<file path="src/rtl/bpf_pkg.sv">
`default_nettype none
//==============================================================================
// Module : bpf_pkg
// Desc   : Shared widths, scratch geometry and source-select encodings.
// Rev    : 1.0  initial release
//==============================================================================
package bpf_pkg;

    localparam int C_DATA_W    = 32;
    localparam int C_SCR_DEPTH = 16;
    localparam int C_SCR_AW    = 4;

    typedef enum logic [2:0] {
        A_SEL_IMM   = 3'b000,
        A_SEL_PKT   = 3'b001,
        A_SEL_LEN   = 3'b010,
        A_SEL_SCR   = 3'b011,
        A_SEL_ALU   = 3'b100,
        A_SEL_X     = 3'b101,
        A_SEL_HOLD0 = 3'b110,
        A_SEL_HOLD1 = 3'b111
    } a_sel_e;

    typedef enum logic [2:0] {
        X_SEL_IMM   = 3'b000,
        X_SEL_PKT   = 3'b001,
        X_SEL_LEN   = 3'b010,
        X_SEL_SCR   = 3'b011,
        X_SEL_A     = 3'b100,
        X_SEL_MSH   = 3'b101,
        X_SEL_HOLD0 = 3'b110,
        X_SEL_HOLD1 = 3'b111
    } x_sel_e;

    // IP header length: low nibble of the packet byte scaled to bytes (x4)
    function automatic logic [C_DATA_W-1:0] msh(input logic [3:0] nib);
        return {{(C_DATA_W-6){1'b0}}, nib, 2'b00};
    endfunction

endpackage
`default_nettype wire

</file>
<file path="src/rtl/stage3_if.sv">
`default_nettype none
//==============================================================================
// Module : stage3_if
// Desc   : Instruction-control and register-file bundle for the writeback stage.
// Rev    : 1.0  initial release
//==============================================================================
interface stage3_if;
    import bpf_pkg::*;

    logic [2:0]          A_sel;
    logic                A_en;
    logic [2:0]          X_sel;
    logic                X_en;
    logic                valid;
    logic [C_DATA_W-1:0] imm;
    logic [C_DATA_W-1:0] alu_result;
    logic [C_DATA_W-1:0] packet_data;
    logic [C_DATA_W-1:0] packet_len;
    logic [C_SCR_AW-1:0] scratch_addr;
    logic                scratch_wr;
    logic                scratch_src;
    logic [C_DATA_W-1:0] A;
    logic [C_DATA_W-1:0] X;
    logic [C_DATA_W-1:0] scratch_rd_data;
    logic [C_DATA_W-1:0] retired;

    modport master (
        output A_sel, A_en, X_sel, X_en, valid, imm, alu_result,
               packet_data, packet_len, scratch_addr, scratch_wr, scratch_src,
        input  A, X, scratch_rd_data, retired
    );

    modport slave (
        input  A_sel, A_en, X_sel, X_en, valid, imm, alu_result,
               packet_data, packet_len, scratch_addr, scratch_wr, scratch_src,
        output A, X, scratch_rd_data, retired
    );

endinterface
`default_nettype wire

</file>
<file path="src/rtl/bpf_scratch_mem.sv">
`default_nettype none
//==============================================================================
// Module : bpf_scratch_mem
// Desc   : 16x32 scratch memory, async reset, async read, one sync write port.
// Rev    : 1.0  initial release
//==============================================================================
module bpf_scratch_mem
    import bpf_pkg::*;
(
    input  wire logic                clk,
    input  wire logic                rst,
    input  wire logic [C_SCR_AW-1:0] i_rd_addr,
    input  wire logic                i_wr_en,
    input  wire logic [C_SCR_AW-1:0] i_wr_addr,
    input  wire logic [C_DATA_W-1:0] i_wr_data,
    output logic      [C_DATA_W-1:0] o_rd_data
);

    logic [C_DATA_W-1:0] r_mem [C_SCR_DEPTH];

    always_ff @(posedge clk or negedge rst) begin
        if (!rst) begin
            for (int i = 0; i < C_SCR_DEPTH; i++) begin
                r_mem[i] <= '0;
            end
        end else if (i_wr_en) begin
            r_mem[i_wr_addr] <= i_wr_data;
        end
    end

    // Read is purely combinational, so a same-cycle write is seen only after the edge
    assign o_rd_data = r_mem[i_rd_addr];

endmodule
`default_nettype wire

</file>
<file path="src/rtl/stage3.sv">
`default_nettype none
//==============================================================================
// Module : stage3
// Desc   : Writeback stage: A/X register loads, scratch stores, retire counter.
// Rev    : 1.0  initial release
//==============================================================================
module stage3
    import bpf_pkg::*;
(
    input  wire logic clk,
    input  wire logic rst,
    stage3_if.slave   bus
);

    logic [C_DATA_W-1:0] r_a;
    logic [C_DATA_W-1:0] r_x;
    logic [C_DATA_W-1:0] r_retired;
    logic [C_DATA_W-1:0] w_a_next;
    logic [C_DATA_W-1:0] w_x_next;
    logic [C_DATA_W-1:0] w_scr_rd;
    logic [C_DATA_W-1:0] w_scr_wdata;
    logic                w_ld_a;
    logic                w_ld_x;
    logic                w_scr_we;

    assign w_ld_a      = bus.A_en & bus.valid;
    assign w_ld_x      = bus.X_en & bus.valid;
    assign w_scr_we    = bus.scratch_wr & bus.valid;
    assign w_scr_wdata = bus.scratch_src ? r_x : r_a;

    bpf_scratch_mem u_scratch (
        .clk       (clk),
        .rst       (rst),
        .i_rd_addr (bus.scratch_addr),
        .i_wr_en   (w_scr_we),
        .i_wr_addr (bus.scratch_addr),
        .i_wr_data (w_scr_wdata),
        .o_rd_data (w_scr_rd)
    );

    // Both muxes see only pre-edge register values, which makes A<->X a clean swap
    always_comb begin
        w_a_next = r_a;
        case (bus.A_sel)
            A_SEL_IMM: w_a_next = bus.imm;
            A_SEL_PKT: w_a_next = bus.packet_data;
            A_SEL_LEN: w_a_next = bus.packet_len;
            A_SEL_SCR: w_a_next = w_scr_rd;
            A_SEL_ALU: w_a_next = bus.alu_result;
            A_SEL_X:   w_a_next = r_x;
            default:   w_a_next = r_a;
        endcase
    end

    always_comb begin
        w_x_next = r_x;
        case (bus.X_sel)
            X_SEL_IMM: w_x_next = bus.imm;
            X_SEL_PKT: w_x_next = bus.packet_data;
            X_SEL_LEN: w_x_next = bus.packet_len;
            X_SEL_SCR: w_x_next = w_scr_rd;
            X_SEL_A:   w_x_next = r_a;
            X_SEL_MSH: w_x_next = msh(bus.packet_data[3:0]);
            default:   w_x_next = r_x;
        endcase
    end

    always_ff @(posedge clk or negedge rst) begin
        if (!rst) begin
            r_a       <= '0;
            r_x       <= '0;
            r_retired <= '0;
        end else begin
            if (w_ld_a) begin
                r_a <= w_a_next;
            end
            if (w_ld_x) begin
                r_x <= w_x_next;
            end
            if (bus.valid && (r_retired != {C_DATA_W{1'b1}})) begin
                r_retired <= r_retired + {{(C_DATA_W-1){1'b0}}, 1'b1};
            end
        end
    end

    assign bus.A               = r_a;
    assign bus.X               = r_x;
    assign bus.retired         = r_retired;
    assign bus.scratch_rd_data = w_scr_rd;

endmodule
`default_nettype wire
</file>
<file path="src/flat_wrapper.sv">
// flat-port wrapper written by rule: the top's interface ports become plain ports
module stage3_flat import bpf_pkg::*;
  (clk, rst, bus_A_sel, bus_A_en, bus_X_sel, bus_X_en, bus_valid, bus_imm, bus_alu_result, bus_packet_data, bus_packet_len, bus_scratch_addr, bus_scratch_wr, bus_scratch_src, bus_A, bus_X, bus_scratch_rd_data, bus_retired);
  stage3_if bus_i ();
  input  wire logic clk;
  input  wire logic rst;
  input wire logic [$bits(bus_i.A_sel)-1:0] bus_A_sel;
  input wire logic [$bits(bus_i.A_en)-1:0] bus_A_en;
  input wire logic [$bits(bus_i.X_sel)-1:0] bus_X_sel;
  input wire logic [$bits(bus_i.X_en)-1:0] bus_X_en;
  input wire logic [$bits(bus_i.valid)-1:0] bus_valid;
  input wire logic [$bits(bus_i.imm)-1:0] bus_imm;
  input wire logic [$bits(bus_i.alu_result)-1:0] bus_alu_result;
  input wire logic [$bits(bus_i.packet_data)-1:0] bus_packet_data;
  input wire logic [$bits(bus_i.packet_len)-1:0] bus_packet_len;
  input wire logic [$bits(bus_i.scratch_addr)-1:0] bus_scratch_addr;
  input wire logic [$bits(bus_i.scratch_wr)-1:0] bus_scratch_wr;
  input wire logic [$bits(bus_i.scratch_src)-1:0] bus_scratch_src;
  output wire logic [$bits(bus_i.A)-1:0] bus_A;
  output wire logic [$bits(bus_i.X)-1:0] bus_X;
  output wire logic [$bits(bus_i.scratch_rd_data)-1:0] bus_scratch_rd_data;
  output wire logic [$bits(bus_i.retired)-1:0] bus_retired;
  assign bus_i.A_sel = bus_A_sel;
  assign bus_i.A_en = bus_A_en;
  assign bus_i.X_sel = bus_X_sel;
  assign bus_i.X_en = bus_X_en;
  assign bus_i.valid = bus_valid;
  assign bus_i.imm = bus_imm;
  assign bus_i.alu_result = bus_alu_result;
  assign bus_i.packet_data = bus_packet_data;
  assign bus_i.packet_len = bus_packet_len;
  assign bus_i.scratch_addr = bus_scratch_addr;
  assign bus_i.scratch_wr = bus_scratch_wr;
  assign bus_i.scratch_src = bus_scratch_src;
  assign bus_A = bus_i.A;
  assign bus_X = bus_i.X;
  assign bus_scratch_rd_data = bus_i.scratch_rd_data;
  assign bus_retired = bus_i.retired;
  stage3 u_core (.clk(clk), .rst(rst), .bus(bus_i));
endmodule
</file>
<file path="config.mk">
export PLATFORM = sky130hd
export DESIGN_NAME = stage3_flat
export DESIGN_NICKNAME = d
export VERILOG_FILES = /design/src/rtl/bpf_pkg.sv /design/src/rtl/stage3_if.sv /design/src/rtl/bpf_scratch_mem.sv /design/src/rtl/stage3.sv /design/src/flat_wrapper.sv
export SDC_FILE = /design/constraint.sdc
export NUM_CORES = 1
export LEC_CHECK = 0
export ABC_CLOCK_PERIOD_IN_PS = 2900
export CAP_MARGIN = 20
export CORE_ASPECT_RATIO = 0.8
export CORE_MARGIN = 2
export CORE_UTILIZATION = 45
export DETAILED_ROUTE_END_ITERATION = 10
export GPL_TIMING_DRIVEN = 1
export PLACE_DENSITY = 0.75
export SETUP_SLACK_MARGIN = 0.1
export SYNTH_ARGS = -nofsm -noshare
export SYNTH_HDL_FRONTEND = slang
export SYNTH_SLANG_ARGS = --single-unit
</file>
<file path="constraint.sdc">
create_clock -name clk -period 2.9 [get_ports clk]
set_input_delay 0.58 -clock clk [delete_from_list [all_inputs] [get_ports clk]]
set_output_delay 0.58 -clock clk [all_outputs]
set_load 0.03 [all_outputs]
</file>
==> metrics.yaml <==
status:
  status: "finished clean"
final_layout:
  fin_nets: 3223
  area_growth_pct: 24.7
  final_common_cell: "dfrtp_1"
  mostFrequentLayoutCells: "dfrtp_1, nor2_1, a21oi_1"
  drive_gt1_share_pct: 16.1
  fill_cells: 5194
  fin_cells: 3976
synthesis:
  synth_ff_type: "dfrtp_1"
  netlist_area_um2: 28900
  synth.area.mux_share_pct: 11.2
  synth_cell_types: 54
  syn_inst: 2831
  synth_fp_nets: 2978
  synth_compound_area_share_pct: 18.6
  synth_top_family_by_area: "compound AO/OA/AOI/OAI gates"
  synthArstFlopShare_pct: 100
  syn_avg_cell_area_um2: 10.2
  yosysWarnings: 0
  synth_seq_cells: 608
  synth_xor_area_share_pct: 0.939
  synthAdderAreaFrac_pct: 0.0865
  yosysSeqAreaShare_pct: 52.6
  synth_edf_count: 0
  yosys.area_share.simple_pct: 12.5
die:
  start_util_pct: 45.3
  die_h_um: 231
  io_pins: 273
  row_count: 83
  dieArea_um2: 66300
  core_um2: 63900
  die_w_um: 287
worst_setup_path:
  cp-end-kind: "primary output"
  cp_max_fo: 21
  critPathLaunchType: "primary input"
  crit_path_cell_trace: "buf_16 > buf_12 > mux4_2 > a22oi_1 > nand2_1 > buf_4"
  path_delay_family: "buffers and inverters"
  path_class: "in -> out"
  critPathBufInv: 3
  cp.required_ps: 2320
  cpMaxStageDelayCell: "mux4_2"
  cp.arrival_ps: 2200
  max_stage_delay_ps: 530
power_and_ir_drop:
  peakVddDrop_v: 0.000522
  power_density_nw_per_um2: 763
  p_leak_nw: 15.3
  p_total_w: 0.0275
timing:
  rsz0062_at_grt: "true"
  maxSlewHeadroom_pct: 50.3
  fin_crit_sh_pct: 95.9
  tightestPinTransition_ps: 727
  max_freq_mhz: 360
  fin_crit_ps: 2780
  finalSetupViolCount: 0
  slew_viol_final: 0
  finClkSkew_ps: 18.7
  finalHoldViolCount: 0
detailed_routing:
  ant_nets: 0
  drt_wl_total_um: 93500
  drc: 0
  firstDrtPassIters: 6
  drt_iter0_markers: 3098
  post_drt_wl_per_cell_um: 23.5
  vias: 24622
  avgViaCountPerCell: 6.19
global_routing:
  grtUsageTotal_pct: 28.2
  grt_pass1_vias: 24081
  grt-ovfl-total: 0
  grt_pass1_wl_um: 145000
  grt_max_degree: 85
  antenna_found_initial: 2
clock_network:
  cts.sinks: 608
  htree_levels: 2
  cts_tree: "built"
  root_buffer: "clkbuf_16"
  numCtsBuffers: 59
  clock_latency_ps: 640
  ctsLongestPathBuffers: 3
  clk_pin_slew_ps: 60
placement:
  gp_congestion: 0.920
  portBuffers: 272
  place_inst: 3863
  post-dp-hpwl_um: 61600
flow_run:
  max_cap_violations: 0
hold_path:
  min_path_type: "reg -> reg"
-- layout make-up --
type / count / area (um^2) / share of cell area, %
Sequential cell: 608 / 15200 / 42.2
Multi-Input combinational cell: 1947 / 12700 / 35.2
Timing Repair Buffer: 454 / 5070 / 14.1
Clock buffer: 88 / 1770 / 4.90
Tap cell: 850 / 1060 / 2.95
Clock inverter: 21 / 224 / 0.621
Inverter: 6 / 22.5 / 0.0624
Antenna cell: 2 / 5.00 / 0.0139
-- worst min-delay path, delay by kind of cell, from the launching register on --
family	cells	cell delay, ps
AND/OR/NAND/NOR	1	50
flip-flops	1	340
AO/OA/AOI/OAI	1	60
-- cell families after synthesis --
| logic type | after synthesis |
|---|---|
| buf+inv | 276 |
| compound gates | 890 |
| flops | 608 |
| xor+xnor | 31 |
| fa+ha+maj | 2 |
| mux | 164 |
| simple gates | 860 |
-- registers in the layout, summed over array words and instances (netlist names) --
signal,cells
u_core.bus.A,32
u_core.bus.retired,32
u_core.bus.X,32
u_core.u_scratch.r_mem,512
-- Yosys cell counts, drive strengths merged (34+ instances only) --
| cell | instances | area (um^2) |
|---|---|---|
| a21oi | 427 | 2140 |
| a221oi | 40 | 350 |
| a22o | 40 | 350 |
| a22oi | 85 | 638 |
| buf | 76 | 437 |
| clkbuf | 194 | 728 |
| dfrtp | 608 | 15200 |
| mux2i | 34 | 340 |
| mux4 | 128 | 2880 |
| nand2 | 237 | 890 |
| nand2b | 34 | 213 |
| nor2 | 481 | 1820 |
| o21ai | 190 | 951 |
-- per-stage QoR --
stage / hold WS [ps] / setup slack [ps] / setup TNS [ps] / utilization [%] / area (um^2)
floorplan: 284 / 332 / 0 / - / 28900
global placement: 456 / 33.4 / 0 / 53.2 / 34000
detailed placement: 470 / -8.70 / -8.70 / 53.2 / 34000
CTS: 484 / 107 / 0 / 56.3 / 36000
global route: 505 / 49.6 / 0 / 56.5 / 36100
finish: 481 / 120 / 0 / 56.5 / 36100
-- routing by layer --
layer / up-vias / wire, um / GRT usage (%)
met1: 12283 / 37500 / 39.7
met3: 221 / 9980 / 5.74
met2: 1445 / 43000 / 43.6
met5: - / 0 / 0
li1: 10673 / - / -
met4: 0 / 3030 / 9.81
-- final timing paths --
check                                                  from  cells past startpoint  slack, ps                          end
worst max-delay path                    bus_scratch_addr[0]                      6        120       bus_scratch_rd_data[8]
worst max register to register       u_core.bus.retired[13]                      4        610        u_core.bus.retired[1]
max in group asynchronous                               rst                      3       1440       u_core.bus.retired[14]
worst min-delay path            u_core.u_scratch.r_mem[496]                      2        480  u_core.u_scratch.r_mem[496]
min in group asynchronous                               rst                      2        550  u_core.u_scratch.r_mem[119]
worst min register to register  u_core.u_scratch.r_mem[496]                      2        480  u_core.u_scratch.r_mem[496]
-- timing repair --
action,CTS,global route
hold buffers,1,0
pin swaps,0,1
endpoints found under the hold margin,57,0
buffers inserted,0,1
gates resized for setup,7,22
endpoints found under the setup margin,26,24
gates cloned,0,0
-- power breakdown --
| part | leakage (nW) | switching (W) | internal, W |
|---|---|---|---|
| sequential | 7.51 | 0.00144 | 0.0106 |
| combinational | 6.75 | 0.00409 | 0.00351 |
| clock | 0.995 | 0.00335 | 0.00455 |
| total | 15.3 | 0.00887 | 0.0186 |
Note: power is estimated with default switching activity, not from simulation.
